===== src/rtl/serial_subtractor_if.sv =====
// Handshake and result bundle between an upstream controller and serial_subtractor.
interface serial_subtractor_if #(
    parameter int WIDTH = 4
);
    logic             start;
    logic [WIDTH-1:0] a;
    logic [WIDTH-1:0] b;
    logic             busy;
    logic             done;
    logic [WIDTH-1:0] diff;
    logic             borrow;
    logic             overflow;
    logic             zero;

    modport master (
        output start, a, b,
        input  busy, done, diff, borrow, overflow, zero
    );

    modport slave (
        input  start, a, b,
        output busy, done, diff, borrow, overflow, zero
    );
endinterface


===== src/rtl/serial_subtractor.sv =====
// Bit-serial two's-complement subtractor: diff = a - b, LSB first through one
// full-subtractor cell and a borrow flop; results update only at the end of an op.
module serial_subtractor #(
    parameter int WIDTH = 4
) (
    input  logic                clk,
    input  logic                rst,
    serial_subtractor_if.slave  bus
);
    localparam int CW = (WIDTH > 2) ? $clog2(WIDTH) : 1;
    localparam logic [CW-1:0] LAST = CW'(WIDTH - 1);

    typedef enum logic [1:0] {
        IDLE  = 2'd0,
        SHIFT = 2'd1,
        FIN   = 2'd2
    } state_t;

    state_t           state, state_n;
    logic [WIDTH-1:0] sa, sb, res;
    logic [CW-1:0]    count;
    logic             br, br_n, d;
    logic             sa_sign, sb_sign;
    logic [WIDTH-1:0] diff_q;
    logic             borrow_q, overflow_q, zero_q, done_q;

    always_ff @(posedge clk or posedge rst) begin
        if (rst) state <= IDLE;
        else     state <= state_n;
    end

    always_comb begin
        state_n = state;
        unique case (state)
            IDLE:    if (bus.start) state_n = SHIFT;
            SHIFT:   if (count == LAST) state_n = FIN;
            FIN:     state_n = IDLE;
            default: state_n = IDLE;
        endcase
    end

    // Full-subtractor cell on the current LSBs and the running borrow.
    always_comb begin
        d    = sa[0] ^ sb[0] ^ br;
        br_n = (~sa[0] & sb[0]) | (~(sa[0] ^ sb[0]) & br);
    end

    always_ff @(posedge clk or posedge rst) begin
        if (rst) begin
            sa         <= '0;
            sb         <= '0;
            res        <= '0;
            br         <= 1'b0;
            count      <= '0;
            sa_sign    <= 1'b0;
            sb_sign    <= 1'b0;
            diff_q     <= '0;
            borrow_q   <= 1'b0;
            overflow_q <= 1'b0;
            zero_q     <= 1'b0;
            done_q     <= 1'b0;
        end else begin
            done_q <= 1'b0;
            unique case (state)
                IDLE: begin
                    if (bus.start) begin
                        sa      <= bus.a;
                        sb      <= bus.b;
                        br      <= 1'b0;
                        count   <= '0;
                        sa_sign <= bus.a[WIDTH-1];
                        sb_sign <= bus.b[WIDTH-1];
                    end
                end
                SHIFT: begin
                    res   <= {d, res[WIDTH-1:1]};
                    sa    <= {1'b0, sa[WIDTH-1:1]};
                    sb    <= {1'b0, sb[WIDTH-1:1]};
                    br    <= br_n;
                    count <= count + 1'b1;
                end
                FIN: begin
                    diff_q     <= res;
                    borrow_q   <= br;
                    overflow_q <= (sa_sign != sb_sign) && (res[WIDTH-1] != sa_sign);
                    zero_q     <= (res == '0);
                    done_q     <= 1'b1;
                end
                default: ;
            endcase
        end
    end

    assign bus.busy     = (state != IDLE);
    assign bus.done     = done_q;
    assign bus.diff     = diff_q;
    assign bus.borrow   = borrow_q;
    assign bus.overflow = overflow_q;
    assign bus.zero     = zero_q;
endmodule


===== src/flat_wrapper.sv =====
// flat-port wrapper written by rule: the top's interface ports become plain ports
module serial_subtractor_flat 
#(
    parameter int WIDTH = 4
)
  (clk, rst, bus_start, bus_a, bus_b, bus_busy, bus_done, bus_diff, bus_borrow, bus_overflow, bus_zero);
  serial_subtractor_if #(.WIDTH(WIDTH)) bus_i ();
  input  logic clk;
  input  logic rst;
  input wire logic [$bits(bus_i.start)-1:0] bus_start;
  input wire logic [$bits(bus_i.a)-1:0] bus_a;
  input wire logic [$bits(bus_i.b)-1:0] bus_b;
  output wire logic [$bits(bus_i.busy)-1:0] bus_busy;
  output wire logic [$bits(bus_i.done)-1:0] bus_done;
  output wire logic [$bits(bus_i.diff)-1:0] bus_diff;
  output wire logic [$bits(bus_i.borrow)-1:0] bus_borrow;
  output wire logic [$bits(bus_i.overflow)-1:0] bus_overflow;
  output wire logic [$bits(bus_i.zero)-1:0] bus_zero;
  assign bus_i.start = bus_start;
  assign bus_i.a = bus_a;
  assign bus_i.b = bus_b;
  assign bus_busy = bus_i.busy;
  assign bus_done = bus_i.done;
  assign bus_diff = bus_i.diff;
  assign bus_borrow = bus_i.borrow;
  assign bus_overflow = bus_i.overflow;
  assign bus_zero = bus_i.zero;
  serial_subtractor #(.WIDTH(WIDTH)) u_core (.clk(clk), .rst(rst), .bus(bus_i));
endmodule

===== config.mk =====
export PLATFORM = sky130hd
export DESIGN_NAME = serial_subtractor_flat
export DESIGN_NICKNAME = d
export VERILOG_FILES = /design/src/rtl/serial_subtractor_if.sv /design/src/rtl/serial_subtractor.sv /design/src/flat_wrapper.sv
export SDC_FILE = /design/constraint.sdc
export NUM_CORES = 1
export LEC_CHECK = 0
export ABC_AREA = 1
export BUFFER_PORTS_ARGS = -buffer_cell sky130_fd_sc_hd__buf_2
export CAP_MARGIN = 20
export CORE_ASPECT_RATIO = 0.75
export CORE_MARGIN = 1
export CORE_UTILIZATION = 45
export CTS_CLUSTER_DIAMETER = 40
export CTS_CLUSTER_SIZE = 28
export DETAILED_ROUTE_END_ITERATION = 8
export PLACE_DENSITY = 0.75
export SYNTH_ARGS = -nofsm -noshare
export SYNTH_HDL_FRONTEND = slang
export SYNTH_SLANG_ARGS = --single-unit
export TNS_END_PERCENT = 1

===== constraint.sdc =====
create_clock -name clk -period 1.2 [get_ports clk]
set_input_delay 0.24 -clock clk [delete_from_list [all_inputs] [get_ports clk]]
set_output_delay 0.24 -clock clk [all_outputs]
set_load 0.02 [all_outputs]

# Yosys cells after proc, flatten, opt, wreduce, memory -nomap -nowiden
# Index checks and enable logic that the tools add are counted.
[word_totals]
register_bits = 27
inputBits = 11
output_inout_bits = 9
elab_cells = 48
[op_classes]
addsub = 1
n_eq_ne = 7
mux = 12
bitwise_logic = 7
n_reduce_logical = 8
[op_table]
columns = ["cell", "count"]
rows = [
  ["$pmux W4 S2", 2],
  ["$mux W4", 2],
  ["$pmux W2 S2", 2],
  ["$mux W2", 3],
  ["$reduce_and A2 Y1", 3],
  ["$eq A2 B2 Y1 const B", 2],
  ["$logic_not A4 Y1", 1],
  ["$reduce_bool A2 Y1", 2],
  ["$add A2 B1 Y2 const B", 1],
  ["$and A1 B1 Y1", 2],
  ["$eq A2 B1 Y1 const B", 1],
  ["$logic_not A2 Y1", 1],
  ["$mux W1", 2],
  ["$ne A1 B1 Y1", 2],
  ["$ne A2 B1 Y1 const B", 1],
  ["$ne A2 B2 Y1 const B", 1],
  ["$not A1 Y1", 2],
  ["$pmux W1 S2", 1],
  ["$xor A1 B1 Y1", 2],
  ["$logic_and A1 B1 Y1", 1],
  ["$or A1 B1 Y1", 1],
]

# Depth between registers and ports, before layout
[logic_depth]
depth_word = 5
mapped_depth = 6
ltp_nobuf = 6

# Least setup slack after synthesis
# No wires, ideal clock.
[synth_path]
path_type = "register -> register"
from = "register u_core.sb[0]"
to = "register u_core.res[3]"
setup_ps = 121
t_arrival_ps = 959
required_ps = 1079
setup_slack_ps = 121
stages_incl_launch_ff = 3
path_buffers = 0
synth_period_minus_slack_ps = 1079
path_cell_list = "dfrtp_1 fa_1 o21ai_1"
[synth_between]
elab_chain_cells = 2
[synth_rtl]
columns = ["element", "line", "rtl"]
rows = [
  ["start: declaration", "serial_subtractor.sv:20", "logic [WIDTH-1:0] sa, sb, res;"],
  ["start signal: assignment", "serial_subtractor.sv:68", "sb <= bus.b;"],
  ["start signal: assignment", "serial_subtractor.sv:78", "sb <= {1'b0, sb[WIDTH-1:1]};"],
  ["$xor A1 B1 Y1 (2 in series)", "serial_subtractor.sv:44", "d = sa[0] ^ sb[0] ^ br;"],
  ["end signal: assignment", "serial_subtractor.sv:76", "res <= {d, res[WIDTH-1:1]};"],
  ["end: declaration", "serial_subtractor.sv:20", ""],
]
# Every way passes these cells.
# A chain may end at the register's enable or synchronous reset.

# Worst setup path after layout
[layout_path]
from = "register u_core.state[0]"
to = "output bus_busy"
[layout_between]
elab_chain_cells = 1
[layout_rtl]
columns = ["element", "line", "rtl"]
rows = [
  ["start: declaration", "serial_subtractor.sv:19", "state_t state, state_n;"],
  ["start signal: assignment", "serial_subtractor.sv:29", "else state <= state_n;"],
  ["$reduce_bool A2 Y1", "serial_subtractor.sv:94", "assign bus.busy = (state != IDLE);"],
  ["end: declaration", "flat_wrapper.sv:13", "output wire logic [$bits(bus_i.busy)-1:0] bus_busy;"],
]
# Every way passes these cells.

==> results.sh <==
export IMPL_final_hold_violation_count=0
export IMPL_ir_worst_vdd_mv=1.14
export IMPL_cp_max_fo=2
export IMPL_vias=934
export IMPL_endpoint_kind="output port"
export IMPL_clock_latency_ps=330
export IMPL_start_kind="flop"
export IMPL_fin_ws_ps=-93.0
export IMPL_r2r_start="u_core.state[1]"
export IMPL_grt_use_total_pct=19.3
export IMPL_skew_ps=13.4
export IMPL_viasPerCell=4.69
export IMPL_wire_per_inst_um=11.3
export IMPL_grt_overflow_total=0
export IMPL_hold_class="input port to flop"
export IMPL_yosys_warnings=0
export IMPL_drc=0
export IMPL_first_iter_violations=24
export IMPL_status="finished with violations"
export IMPL_antenna_cells=0
export IMPL_syn_nets=150
export IMPL_reg2reg_slack_ps=30
export IMPL_grt_start_max_net_pins=28
export IMPL_fill_cells=228
export IMPL_crit_start="u_core.state[0]"
export IMPL_ff_latch_area_um2=677
export IMPL_ys_seq_area_share_pct=57.4
export IMPL_clock_sinks=27
export IMPL_r2r_end="u_core.sb[3]"
export IMPL_grt_pass1_wl_mm=3.88
export IMPL_fin_util_pct=58.4
export IMPL_area_growth_pct=18.3
export IMPL_yosys_area_top_type="dfrtp_1"
export IMPL_first_global_vias=883
export IMPL_relSlewSlack_pct=77.2
export IMPL_crit_type="flop to output port"
export IMPL_fmax_ghz=0.773
export IMPL_ys_ff_latch=27
export IMPL_hp_start="bus_b[3]"
export IMPL_postSynthAreaPerCell_um2=8.59
export IMPL_rsz0062_at_grt="yes"
export IMPL_clkTransAtPathRegs_ps=130
export IMPL_synth_top_area_share_pct=57.4
export IMPL_cts_buffer_depth=2
export IMPL_max_stage_delay_ps=450
export IMPL_slew_violations=0
export IMPL_r2r_cells=6
export IMPL_io_pins=20
export IMPL_arrival_ps=1050
export IMPL_fp_row_count=15
export IMPL_dp_hpwl_mm=1.68
export IMPL_p_leak_nw=0.778
export IMPL_cts_tree="done"
export IMPL_numCtsBuffers=3
export IMPL_wirelength_mm=2.25
export IMPL_routabilityCongestion=0.788
export IMPL_path_cells="nor2_4 > inv_1 > buf_2"
export IMPL_violations="negative setup slack"
export IMPL_min_to="u_core.sb_sign"
export IMPL_power_density_nw_per_um2=2530
export IMPL_antenna_found_initial=0
export IMPL_die_area_um2=2830
export IMPL_hold_depth=3
export IMPL_drv_cap=0
export IMPL_synth_top_cells_by_area="dfrtp_1 (57%), nand2_1 (19%), inv_1 (4.1%)"
export IMPL_syn_cell_area_um2=1180
export IMPL_cp_slowest_cell="dfrtp_2"
export IMPL_syn_inst=137
export IMPL_worstMarginPinSlew_ps=343
export IMPL_die_h_um=46.3
export IMPL_ys_types=17
export IMPL_min_period_over_period_pct=108
export IMPL_multi_input_area_um2=422
export IMPL_finalCriticalPeriod_ps=1290
export IMPL_cp_required_ps=960
export IMPL_die_x_um=61.1
export IMPL_coreArea_um2=2380
export IMPL_port_buffers=19
export IMPL_finalSetupTns_ps=-93.0
export IMPL_dr_pass1_iters=4
export IMPL_start_util_pct=49.4
export IMPL_antenna_left=0
export IMPL_drive_gt1_share_pct=22.4
export IMPL_setup_viol=1
export IMPL_cts_htree_levels=1
export IMPL_cts_root_buffer="clkbuf_4"
export IMPL_nets=179
critical path: cells and delay by family, from the launching register on:
family,cells,cell delay [ps]
and+or+nand+nor,1,110
DFF,1,450
buffers and inverters,2,190
cell families after synthesis:
family          Yosys count  synth area share, %
buf+inv                  18                 7.44
simple gates             76                 26.1
fa+ha+maj                 2                 2.76
compound gates           14                 6.27
flops                    27                 57.4
stage by stage:
| stage | instances | power (mW) | hold WS, ps | worst slack (ps) | area [µm²] |
|---|---|---|---|---|---|
| 2_1_floorplan | 137 | 2.67 | 293 | 121 | 1180 |
| 3_3_place_gp | 192 | 3.00 | 308 | 108 | 1330 |
| 3_5_place_dp | 192 | 3.08 | 327 | 62.6 | 1330 |
| 4_1_cts | 199 | 3.52 | 171 | -109 | 1380 |
| 5_1_grt | 199 | 3.89 | 190 | -155 | 1390 |
| 6_report | 199 | 3.53 | 174 | -93.0 | 1390 |
report_power, final:
part           internal (mW)  switching [mW]
clock network          0.125           0.264
logic                  0.611           0.956
registers               1.30           0.273
total                   2.04            1.49
flip-flops by register name, indices dropped and copies added (netlist names), 2 cells and up:
signal / flops
u_core.state: 2
u_core.count: 2
u_core.bus.diff: 4
u_core.res: 4
u_core.sa: 4
u_core.sb: 4
cell usage after synthesis:
cell	number
buf_6	2
nand2_4	1
nor3_1	1
buf_2	1
buf_4	1
nor2_2	1
nand3_1	9
o21ai_0	7
nand2_1	59
o21ai_1	6
inv_1	13
ha_1	1
dfrtp_1	27
o21ai_2	1
nor2_1	5
inv_2	1
fa_1	1
worst max path at each step:
stage | slack (ps) | depth (start not counted) | to
2_1_floorplan | 120 | 2 | u_core.res[3]
3_3_place_gp | 110 | 2 | u_core.res[3]
3_5_place_dp | 60 | 5 | u_core.bus.diff[3]
4_1_cts | -110 | 3 | bus_busy
5_1_grt | -150 | 3 | bus_busy
6_report | -90 | 3 | bus_busy
layout by cell type, fill, tap and decap left out, drive strengths merged:
cell	count
nand2	60
dfrtp	27
buf	27
inv	14
o21ai	14
nand3	9
nor2	6
clkbuf	3
nor3	1
fa	1
ha	1
clkinv	1
dlygate4sd3	1
final cells by class:
class / count / area share (%)
clock buffer: 3 / 1.62
clock inverter: 1 / 0.359
inverter: 14 / 3.77
multi-input combinational: 92 / 30.3
sequential: 27 / 48.6
tap: 34 / 3.05
timing repair buffer: 28 / 12.3
layer usage:
metal | track usage (%) | share of wire [%]
met4 | 4.09 | 0.76
met3 | 5.06 | 4.5
met5 | 0 | 0
met1 | 26.1 | 47
met2 | 31.5 | 48
repair_timing:
action / in CTS / in global routing
cloned: 0 / 0
hold endpoints to repair: 27 / 0
setup buffers: 2 / 0
hold buffers: 1 / 0
setup endpoints to repair: 1 / 14
gates resized for setup: 1 / 5
Note: power is estimated with default switching activity, not from simulation.
